## src/rtl/apb_pkg.sv

```systemverilog
// Shared types and helpers for the APB completer and its register file.
package apb_pkg;

  typedef enum logic [0:0] {
    IDLE,
    ACCESS
  } apb_state_e;

  localparam int unsigned WAIT_W = 4;

  // Addresses past the end fail, and so do writes to the read-only ID word at depth-1.
  function automatic logic apb_addr_err(input logic [63:0] addr, input logic write,
                                        input int unsigned depth);
    logic [63:0] d;
    d = 64'(depth);
    return (write && (addr >= (d - 64'd1))) || (addr >= d);
  endfunction

endpackage

```

## src/rtl/apb_slave_regfile.sv

```systemverilog
// DEPTH x N storage with one write port and one combinational read port.
// The top word always reads back as ID_VALUE.
module apb_slave_regfile #(
  parameter int unsigned  N        = 16,
  parameter int unsigned  DEPTH    = 16,
  parameter int unsigned  IDX_W    = $clog2(DEPTH),
  parameter logic [N-1:0] ID_VALUE = 'hA5B0
) (
  input  logic             i_clk,
  input  logic             i_rst,
  input  logic             i_we,
  input  logic [IDX_W-1:0] i_waddr,
  input  logic [N-1:0]     i_wdata,
  input  logic [IDX_W-1:0] i_raddr,
  output logic [N-1:0]     o_rdata
);

  localparam logic [IDX_W-1:0] IdAddr = IDX_W'(DEPTH - 1);

  logic [N-1:0] r_mem [DEPTH];

  always_ff @(posedge i_clk or posedge i_rst) begin
    if (i_rst) begin
      for (int unsigned i = 0; i < DEPTH; i++) begin
        r_mem[i] <= '0;
      end
    end else if (i_we) begin
      r_mem[i_waddr] <= i_wdata;
    end
  end

  assign o_rdata = (i_raddr == IdAddr) ? ID_VALUE : r_mem[i_raddr];

endmodule

```

## src/rtl/apb_slave_mem.sv

```systemverilog
// APB completer backed by a small register file, with a fixed number of
// wait states per access and pslverr for bad addresses / ID-word writes.
module apb_slave_mem
  import apb_pkg::*;
#(
  parameter int unsigned  N           = 16,
  parameter int unsigned  ADDR_WIDTH  = 32,
  parameter int unsigned  DEPTH       = 16,
  parameter int unsigned  WAIT_STATES = 0,
  parameter logic [N-1:0] ID_VALUE    = 'hA5B0
) (
  input  logic                  pclk,
  input  logic                  preset,
  input  logic                  psel,
  input  logic                  penable,
  input  logic                  pwrite,
  input  logic [ADDR_WIDTH-1:0] paddr,
  input  logic [N-1:0]          pwdata,
  output logic                  pready,
  output logic [N-1:0]          prdata,
  output logic                  pslverr
);

  localparam int unsigned        IdxW   = $clog2(DEPTH);
  localparam logic [WAIT_W-1:0] WsInit = WAIT_W'(WAIT_STATES);

  if (WAIT_STATES > 15) begin : g_chk_wait
    $error("apb_slave_mem: WAIT_STATES must be in 0..15");
  end
  if (DEPTH < 2 || (DEPTH & (DEPTH - 1)) != 0) begin : g_chk_depth
    $error("apb_slave_mem: DEPTH must be a power of 2 and at least 2");
  end
  if (ADDR_WIDTH > 64 || ADDR_WIDTH < IdxW) begin : g_chk_addr
    $error("apb_slave_mem: ADDR_WIDTH out of supported range");
  end

  apb_state_e        r_state, w_state_d;
  logic [WAIT_W-1:0] r_cnt, w_cnt_d;
  logic              r_pready, w_pready_d;
  logic              r_pslverr, w_pslverr_d;
  logic [N-1:0]      r_prdata, w_prdata_d;
  logic [IdxW-1:0]   r_addr, w_addr_d;
  logic              r_write, w_write_d;
  logic [N-1:0]      r_wdata, w_wdata_d;
  logic              r_err, w_err_d;

  logic              w_we;
  logic              w_setup_err;
  logic [IdxW-1:0]   w_rd_addr;
  logic [N-1:0]      w_rdata;

  assign w_setup_err = apb_addr_err(64'(paddr), pwrite, DEPTH);

  // In IDLE the read port looks at the live bus so a 0-wait read can load prdata at setup.
  assign w_rd_addr = (r_state == IDLE) ? paddr[IdxW-1:0] : r_addr;

  apb_slave_regfile #(
    .N        (N),
    .DEPTH    (DEPTH),
    .IDX_W    (IdxW),
    .ID_VALUE (ID_VALUE)
  ) u_regfile (
    .i_clk   (pclk),
    .i_rst   (preset),
    .i_we    (w_we),
    .i_waddr (r_addr),
    .i_wdata (r_wdata),
    .i_raddr (w_rd_addr),
    .o_rdata (w_rdata)
  );

  always_comb begin
    w_state_d   = r_state;
    w_cnt_d     = r_cnt;
    w_pready_d  = 1'b0;
    w_pslverr_d = 1'b0;
    w_prdata_d  = '0;
    w_addr_d    = r_addr;
    w_write_d   = r_write;
    w_wdata_d   = r_wdata;
    w_err_d     = r_err;
    w_we        = 1'b0;

    unique case (r_state)
      IDLE: begin
        if (psel && !penable) begin
          w_state_d = ACCESS;
          w_cnt_d   = WsInit;
          w_addr_d  = paddr[IdxW-1:0];
          w_write_d = pwrite;
          w_wdata_d = pwdata;
          w_err_d   = w_setup_err;
          if (WsInit == '0) begin
            w_pready_d  = 1'b1;
            w_pslverr_d = w_setup_err;
            w_prdata_d  = (pwrite || w_setup_err) ? '0 : w_rdata;
          end
        end
      end

      ACCESS: begin
        if (!psel) begin
          w_state_d = IDLE;
        end else if (r_pready) begin
          if (penable) begin
            w_state_d = IDLE;
            w_we      = r_write && !r_err;
          end else begin
            w_pready_d  = 1'b1;
            w_pslverr_d = r_pslverr;
            w_prdata_d  = r_prdata;
          end
        end else begin
          w_cnt_d = (r_cnt != '0) ? r_cnt - 1'b1 : '0;
          if (w_cnt_d == '0) begin
            w_pready_d  = 1'b1;
            w_pslverr_d = r_err;
            w_prdata_d  = (r_write || r_err) ? '0 : w_rdata;
          end
        end
      end

      default: w_state_d = IDLE;
    endcase
  end

  always_ff @(posedge pclk or posedge preset) begin
    if (preset) begin
      r_state   <= IDLE;
      r_cnt     <= '0;
      r_pready  <= 1'b0;
      r_pslverr <= 1'b0;
      r_prdata  <= '0;
      r_addr    <= '0;
      r_write   <= 1'b0;
      r_wdata   <= '0;
      r_err     <= 1'b0;
    end else begin
      r_state   <= w_state_d;
      r_cnt     <= w_cnt_d;
      r_pready  <= w_pready_d;
      r_pslverr <= w_pslverr_d;
      r_prdata  <= w_prdata_d;
      r_addr    <= w_addr_d;
      r_write   <= w_write_d;
      r_wdata   <= w_wdata_d;
      r_err     <= w_err_d;
    end
  end

  assign pready  = r_pready;
  assign pslverr = r_pslverr;
  assign prdata  = r_prdata;

endmodule

```

## config.mk

```make
export PLATFORM = sky130hd
export DESIGN_NAME = apb_slave_mem
export DESIGN_NICKNAME = d
export VERILOG_FILES = /design/src/rtl/apb_pkg.sv /design/src/rtl/apb_slave_regfile.sv /design/src/rtl/apb_slave_mem.sv
export SDC_FILE = /design/constraint.sdc
export NUM_CORES = 1
export LEC_CHECK = 0
export ABC_AREA = 1
export CORE_UTILIZATION = 50
export CTS_BUF_LIST = sky130_fd_sc_hd__clkbuf_2
export DETAILED_ROUTE_END_ITERATION = 16
export GPL_ROUTABILITY_DRIVEN = 0
export PLACE_DENSITY = 0.7
export RECOVER_POWER = 25
export SLEW_MARGIN = 20
export SYNTH_ARGS = -nofsm -noshare
export SYNTH_HDL_FRONTEND = slang
export SYNTH_SLANG_ARGS = --single-unit
```

## constraint.sdc

```tcl
create_clock -name pclk -period 23.3 [get_ports pclk]
set_input_delay 2.33 -clock pclk [delete_from_list [all_inputs] [get_ports pclk]]
set_output_delay 2.33 -clock pclk [all_outputs]
set_load 0.01 [all_outputs]
```

# After elaboration in Yosys (flattened, before gate mapping)
# Cells that the tools add are included.
dict set report word_totals {
  output_inout_bits 18
  register_bits 301
  inputBits 53
}
dict set report classes {
  bitwise_logic 3
  n_lt_le_gt_ge 5
  addsub 1
  mux 40
  n_eq_ne 5
  reduce_logical 13
}
# operator n
set ops {}
lappend ops {{256-bit bitwise mux} 1}
lappend ops {{16-bit two-way mux} 11}
lappend ops {{16-bit binary-select mux with 4-bit select} 1}
lappend ops {{16-bit demux with 4-bit select} 1}
lappend ops {{32-bit by 4-bit >= comparator with 1-bit output, second input constant} 1}
lappend ops {{32-bit by 5-bit >= comparator with 1-bit output, second input constant} 1}
lappend ops {{16-bit one-hot mux with 2 select lines} 1}
lappend ops {{4-bit two-way mux} 5}
lappend ops {{1-bit two-way mux} 16}
lappend ops {{5-bit >= comparator, second input constant} 2}
lappend ops {{4-bit NOT with 5-bit output} 2}
lappend ops {{4-bit one-hot mux with 2 select lines} 1}
lappend ops {{1-bit one-hot mux with 2 select lines} 3}
lappend ops {{5-bit by 1-bit < comparator with 1-bit output, second input constant} 1}
lappend ops {{4-bit equality test, second input constant} 1}
lappend ops {{1-bit logical AND} 4}
lappend ops {{4-bit zero test} 1}
lappend ops {{2-bit != test, second input constant} 2}
lappend ops {{4-bit != test, second input constant} 1}
lappend ops {{4-bit nonzero test} 1}
lappend ops {{4-bit by 1-bit subtractor with 4-bit output, second input constant} 1}
lappend ops {{1-bit logical OR} 3}
lappend ops {{3-bit AND reduction} 1}
lappend ops {{1-bit zero test} 2}
lappend ops {{3 further kinds} 3}

# Depth between registers and ports, before layout
# Gate-level depths: netlist of run 1.
dict set report logic_depth {
  ltp_word 11
  depth_mapped 13
  depth_no_buf 11
}

# Modules after synthesis
# Synthesis of run 1 repeated with hierarchy kept, for this count alone.
dict set report hier_totals {
  hier_cells 1815
  area_unflattened_um2 14141.1
}
# mod cells_per_inst n_inst area_per_inst_um2
set modules_own_cells {}
lappend modules_own_cells {apb_slave_regfile 1528 1 11990.2}
lappend modules_own_cells {apb_slave_mem 287 1 2150.8}

# Least setup slack after synthesis of run 1
# No wires, ideal clock.
dict set report synth_path {
  kind {input -> register}
  startpoint {input paddr[0]}
  endpoint {register r_prdata[15] (netlist: prdata[15])}
  stages 12
  setup_slack_ns 19.864
  n_path_buf 2
  arrival_ns 3.319
  setup_ns 0.117
  required_ns 23.183
  path_cell_list {inv_1 nand2_1 nand2_2 buf_6 buf_2 nand2_1 nand3_1 nand3_1 nand3_1 nand3_1 nand2_1 nand2_1}
}
dict set report synth_via {
  elab_chain_len 11
  word_cells_on_any_way 19
}
# item line
set synth_rtl {}
lappend synth_rtl {{start: declaration} apb_slave_mem.sv:17} ;# input logic [ADDR_WIDTH-1:0] paddr,
lappend synth_rtl {{4-bit two-way mux} apb_slave_mem.sv:55} ;# assign w_rd_addr = (r_state == IDLE) ? paddr[IdxW-1:0] : r_addr;
lappend synth_rtl {{4-bit NOT with 5-bit output (implied by the code)} apb_slave_regfile.sv:32} ;# assign o_rdata = (i_raddr == IdAddr) ? ID_VALUE : r_mem[i_raddr];
lappend synth_rtl {{16-bit binary-select mux with 4-bit select} apb_slave_regfile.sv:32}
lappend synth_rtl {{16-bit two-way mux (implied by the code) (2 in series)} apb_slave_regfile.sv:32}
lappend synth_rtl {{16-bit two-way mux} apb_slave_regfile.sv:32}
lappend synth_rtl {{16-bit two-way mux} apb_slave_mem.sv:118} ;# w_prdata_d = (r_write || r_err) ? '0 : w_rdata;
lappend synth_rtl {{16-bit two-way mux} apb_slave_mem.sv:115} ;# if (w_cnt_d == '0) begin
lappend synth_rtl {{16-bit two-way mux} apb_slave_mem.sv:104} ;# end else if (r_pready) begin
lappend synth_rtl {{16-bit two-way mux} apb_slave_mem.sv:102} ;# if (!psel) begin
lappend synth_rtl {{16-bit one-hot mux with 2 select lines *} apb_slave_mem.sv:84} ;# unique case (r_state)
lappend synth_rtl {{end signal: assignment} apb_slave_mem.sv:143} ;# r_prdata <= w_prdata_d;
lappend synth_rtl {{end: declaration} apb_slave_mem.sv:41} ;# logic [N-1:0] r_prdata, w_prdata_d;
# Mark *: on every way between the ends. The rest lies on a longest branch, timed or not. The select of a mux whose other input is x is not followed.
# A chain may end at the register's enable or synchronous reset.

==> results of run 1 <==
-- metal layers --
layer	part of all wire	track usage	vias to the layer above
met5	0	0	-
met3	0.087	0.06465	89
li1	-	-	5891
met1	0.44	0.3846	5900
met4	0.028	0.1179	0
met2	0.45	0.4407	543
-- sequential cells by signal (all words and copies together), names as in the netlist --
signal	count
r_addr	4
r_write	1
prdata	16
r_wdata	16
pslverr	1
r_err	1
pready	1
r_state	1
u_regfile.r_mem	255
r_cnt	4
-- through the flow --
step,worst slack [ps],area [um^2]
2_1_floorplan,12680,14130
3_3_place_gp,17810,14920
3_5_place_dp,17730,14920
4_1_cts,18640,15530
5_1_grt,16470,15510
6_report,17270,15510
-- area by class of cell --
type | count | area (um^2)
Inverter | 185 | 695.7
Fill cell | 2750 | 12270
Clock inverter | 11 | 42.54
Antenna cell | 1 | 2.502
Sequential cell | 300 | 7507
Timing Repair Buffer | 91 | 843.3
Clock buffer | 114 | 570.5
Multi-Input combinational cell | 1207 | 5378
Tap cell | 378 | 473.0
-- cells in the mapped netlist, drive strengths merged --
cell,instances
o21a,1
o21ai,284
o311ai,1
clkbuf,51
nand2,623
o31ai,1
nand3,233
xnor2,1
nor2,37
a32o,2
clkinv,2
nor3,2
a21oi,3
nand4,12
inv,183
o211ai,6
buf,66
dfrtp,300
a21boi,1
-- power breakdown --
| group | switching, mW | leakage, nW | internal [mW] |
|---|---|---|---|
| clock | 0.212 | 0.507 | 0.127 |
| combinational | 0.130 | 2.66 | 0.0497 |
| sequential | 0.0129 | 4.14 | 0.541 |
-- kinds of logic (layout without fill, tap and decap cells) --
kind of cell | count (synthesis) | count (layout) | share of synthesized area
and+or+nand+nor | 907 | 907 | 0.2682
AOI/OAI and AO/OA | 299 | 299 | 0.1101
DFF | 300 | 300 | 0.5313
buffers and inverters | 302 | 401 | 0.08980
xor gates and xnor gates | 1 | 1 | 0.0006200
other | 0 | 1 | 0
-- worst max-delay path: stages --
cell	delay (ps)
dlygate4sd3_1	550
clkinvlp_2	2230
buf_4	940
buf_6	660
-- how the worst max path moves through the flow --
stage,endpoint,slack [ps],cells after the start,startpoint
global placement,prdata[12],17810,8,paddr[0]
finish,r_wdata[4],17270,4,preset
global route,u_regfile.r_mem[203],16470,4,preset
CTS,prdata[14],18640,8,paddr[0]
floorplan,prdata[0],12680,1,preset
detailed placement,prdata[14],17730,8,paddr[0]
==> metrics.csv, run 1 <==
stage;metric;value;unit
status;outcome;complete, but fails checks;
status;failing checks;capacitance limit, slew limit;
floorplanning;Core Area;27780;um^2
global_route;initial antenna violation count;1;
timing;final setup vio count;0;
timing;Final period util;0.2586;
worst_hold_path;Hold Path Origin;u_regfile.r_mem[138];
finish;Post-layout nets;1915;
timing;crit path time final;6025;ps
routing;DRC;0;
yosys;Synth Instances;1809;
floorplanning;die height;170.1;um
timing;number of hold violations in the final report;0;
global_route;global-route wire length before repair;63380;um
floorplanning;initial core utilization;0.5086;
floorplanning;Die Width;170.1;um
yosys;syn_nets;1862;
timing;final setup TNS;0;ps
worst_hold_path;worst hold endpoint;u_regfile.r_mem[138];
setup_path;reg-to-reg critical path startpoint;r_state;
routing;WL/cell;17.09;um
power_and_ir_drop;Pwr Density;69.22;nW/um^2
routing;via-per-instance ratio;5.432;
routing;Initial DRT Pass Iterations;6;
setup_path;flop-to-flop setup slack;19660;ps
finish;fin cells;2287;
setup_path;Worst R2R End;prdata[14];
timing;RSZ-0062 raised after global routing;false;
clocking;Clock transition at path regs;90;ps
clocking;Worst-Skew Late Latency;880;ps
yosys;mapped cell area;14130;um^2
timing;Slew @ Worst Pin;4035;ps
worst_hold_path;worst hold stages;2;
routing;DR iter-0 viols;1272;
setup_path;Reg2Reg Depth;8;
finish;utilization after layout;0.5584;
clocking;Max clock buf depth;3;
clocking;CTS H-tree lvls;3;
timing;fin. max-slew vios;256;
global_route;largest net degree at the start of global routing;96;
yosys;Synth Register Bits;300;
setup_path;CP endpoint kind;async pin;
power_and_ir_drop;Max VDD drop;0.03716;mV
worst_hold_path;worst hold-check path type;flop to flop;
power_and_ir_drop;total power;1.074;mW
clocking;hold buffer count at CTS;0;
finish;area grow syn2layout;9.795;%
global_route;GRT Util Overall;0.2842;
clocking;Post-CTS Setup Bufs;0;
setup_path;WP data arrival;6940;ps
yosys;dominant cell type by area after synthesis;dfrtp_1;
finish;commonest cells after routing, fill and taps aside;nand2_1 (616), dfrtp_1 (300), o21ai_0 (252), nand3_1 (232), inv_1 (180);
run;Max Cap Viol;6;
clocking;clock root buffer;clkbuf_2;
floorplanning;I/O pin count;71;
yosys;post-synth top area share;0.5313;
placement;placed cell count;2161;
placement;DP HPWL;22820;um
finish;most common cell after layout, fill and taps aside;nand2_1;
setup_path;Required @ worst endpoint;24210;ps
setup_path;critical path startpoint category;input pin;
setup_path;CP Max Fanout;90;
finish;layout cells sized above 1;0.08124;
routing;post-route antenna net violation count;0;
setup_path;WS Path Type;input pin to async pin;
clocking;Num CTS Buffers;77;
clocking;cts repair resizes;0;
yosys;sequential share of the synthesized area;0.5313;
routing;vias;12420;
timing;WHS;488.5;ps
global_route;remaining global-route overflow;0;
timing;Setup Skew;65.96;ps
yosys;dominant cells by area after synthesis;dfrtp_1 (53%), nand2_1 (16%), o21ai_0 (8.9%);
yosys;Distinct cells, synth;32;
clocking;CTS tree;done;
yosys;Synthesis Warnings;0;
power_and_ir_drop;leakage;7.309;nW
timing;Slew HR;-1.705;
global_route;vias in the first global route;12020;
placement;port buffer count;70;
timing;Achievable Freq;166.0;MHz
clocking;TritonCTS Sinks;300;
routing;wirelength, routed;39080;um
yosys;syn_area_per_cell;7.810;um^2
floorplanning;die area;28930;um^2
floorplanning;row count;61;
Power figures use the tool's default switching activity.
==> inputs of run 2 (changes only) <==
- clock period: 23.3 -> 5.89 ns (I/O delays scaled with it)
==> metrics.csv, run 2 (synthesized netlist as in run 1, its figures left out) <==
stage;metric;value;unit;change
finish;layout cells sized above 1;0.08290;;+0.001659
finish;post-route cell area;15550;um^2;+0.26%
finish;Most flops, register;u_regfile.r_mem;;
global_route;vias in the first global route;11810;;-1.8%
routing;detailed route wirelength on metal2;16510;um;-5.7%
setup_path;Most common cell on crit path;dlygate4sd3_1;;
finish;area grow syn2layout;10.08;%;
setup_path;critical path startpoint category;input pin;;
floorplanning;die area;28930;um^2;unchanged
routing;M1 wire length;17140;um;+0.32%
routing;wirelength, routed;38020;um;-2.7%
worst_hold_path;worst hold-check path type;input pin to flop;;
finish;fin cells;2285;;-0.087%
timing;Worst Slack Setup Final;2396;ps;-14,880 ps
timing;final setup TNS;0;ps;unchanged
routing;met3 wire len;3086;um;-8.8%
setup_path;reg-to-reg critical path startpoint;r_state;;
routing;DRC;0;;unchanged
timing;crit path time final;3494;ps;
timing;WHS;300.0;ps;-188.5 ps
placement;DP HPWL;23300;um;+2.1%
routing;Initial DRT Pass Iterations;5;;-1
floorplanning;die height;170.1;um;unchanged
routing;post-route antenna net violation count;0;;unchanged
timing;Setup Skew;41.69;ps;-24.28 ps
routing;DR iter-0 viols;1151;;-9.5%
setup_path;Reg2Reg Depth;7;;-1
floorplanning;I/O pin count;71;;unchanged
setup_path;Worst R2R End;prdata[11];;
placement;port buffer count;70;;unchanged
finish;commonest cells after routing, fill and taps aside;nand2_1 (615), dfrtp_1 (300), o21ai_0 (251), nand3_1 (231), inv_1 (179);;
setup_path;WP data arrival;3900;ps;-3040 ps
setup_path;flop-to-flop setup slack;2640;ps;-17,020 ps
timing;Final period util;0.5932;;
run;Max Cap Viol;1;;-5
clocking;CTS H-tree lvls;3;;unchanged
clocking;Clock transition at path regs;90;ps;about the same
floorplanning;row count;61;;unchanged
setup_path;Top delay family on crit path;buffers and inverters;;
global_route;initial antenna violation count;1;;unchanged
worst_hold_path;worst hold endpoint;r_wdata[7];;
placement;DP Area;14930;um^2;about the same
routing;via-per-instance ratio;5.340;;-1.7%
finish;most common cell after layout, fill and taps aside;nand2_1;;
power_and_ir_drop;leakage;7.314;nW;about the same
global_route;GRT Util Overall;0.2771;;-0.007137
routing;highest routed layer;met4;;
status;failing checks;capacitance limit, slew limit;;
status;outcome;complete, but fails checks;;
finish;Post-layout nets;1916;;+0.052%
floorplanning;Core Area;27780;um^2;unchanged
global_route;remaining global-route overflow;0;;unchanged
placement;placed cell count;2160;;-0.046%
timing;RSZ-0062 raised after global routing;false;;
placement;DP Worst Slack;2248;ps;-15,490 ps
timing;number of hold violations in the final report;0;;unchanged
setup_path;CP Max Fanout;47;;-48%
power_and_ir_drop;Pwr Density;271.8;nW/um^2;+290%
finish;utilization after layout;0.5598;;+0.001441
setup_path;Crit-path slowest cell;clkbuf_1;;
global_route;largest net degree at the start of global routing;169;;+76%
setup_path;Required @ worst endpoint;6290;ps;-17,920 ps
clocking;Max clock buf depth;3;;unchanged
timing;final setup vio count;0;;unchanged
power_and_ir_drop;total power;4.227;mW;+290%
clocking;TritonCTS Sinks;300;;unchanged
setup_path;Crit path buffers/inverters;4;;unchanged
setup_path;delay of the slowest critical-path stage;1830;ps;-400 ps
routing;WL/cell;16.64;um;-2.6%
worst_hold_path;worst hold stages;3;;+1
timing;Slew @ Worst Pin;2526;ps;-1509 ps
floorplanning;Die Width;170.1;um;unchanged
timing;fin. max-slew vios;48;;-81%
timing;Achievable Freq;286.2;MHz;
setup_path;CP endpoint kind;async pin;;
setup_path;WS Path Type;input pin to async pin;;
power_and_ir_drop;Max VDD drop;0.1149;mV;+210%
clocking;Num CTS Buffers;78;;+1.3%
worst_hold_path;Hold Path Origin;pwdata[7];;
finish;Largest register FFs;255;;unchanged
clocking;Worst-Skew Late Latency;860;ps;-20 ps
floorplanning;initial core utilization;0.5086;;unchanged
clocking;CTS tree;done;;
global_route;global-route wire length before repair;62220;um;-1.8%
setup_path;cell chain of the critical path;dlygate4sd3_1, dlygate4sd3_1, clkinvlp_2, clkbuf_1;;
clocking;cts repair resizes;0;;unchanged
clocking;clock root buffer;clkbuf_2;;
timing;Slew HR;-0.6842;;+1.021
routing;vias;12200;;-1.8%
run 2: what timing repair did:
action	4_1_cts	5_1_grt
hold endpoints to repair	7	0
buffers inserted	0	0
hold buffers	1	0
endpoints found under the setup margin	0	0
run 2: cell type report:
class	instances	area [um^2]
clock inverter	11	41.29
fill	2713	12230
tap	378	473.0
sequential	300	7507
multi-input combinational	1207	5399
inverter	185	695.7
clock buffer	112	560.5
timing repair buffer	91	873.3
antenna	1	2.502
run 2: where the power goes:
part           internal (mW)  switching (mW)
clock                  0.495           0.821
sequential              2.14          0.0519
combinational          0.197           0.522
total                   2.83            1.39
run 2: worst reg2reg max path, stage by stage (launching register included):
cell      delay, ps
dfrtp_1         720
inv_1           230
nand2_2         480
nand2_8         540
nand3_2         480
a21boi_2        540
nand2_1         130
nand2_1          80
run 2: worst max path at each step:
stage | from | endpoint | depth (start not counted)
2_1_floorplan | preset | prdata[0] | 1
3_3_place_gp | paddr[0] | prdata[8] | 11
3_5_place_dp | paddr[0] | prdata[14] | 11
4_1_cts | r_state | prdata[11] | 7
5_1_grt | preset | prdata[8] | 4
6_report | preset | prdata[8] | 4
run 2: layer usage:
layer / track usage / up-vias
li1: - / 5902
met1: 0.3811 / 5759
met2: 0.4205 / 449
met3: 0.06419 / 92
met4: 0.1171 / 0
met5: 0 / -
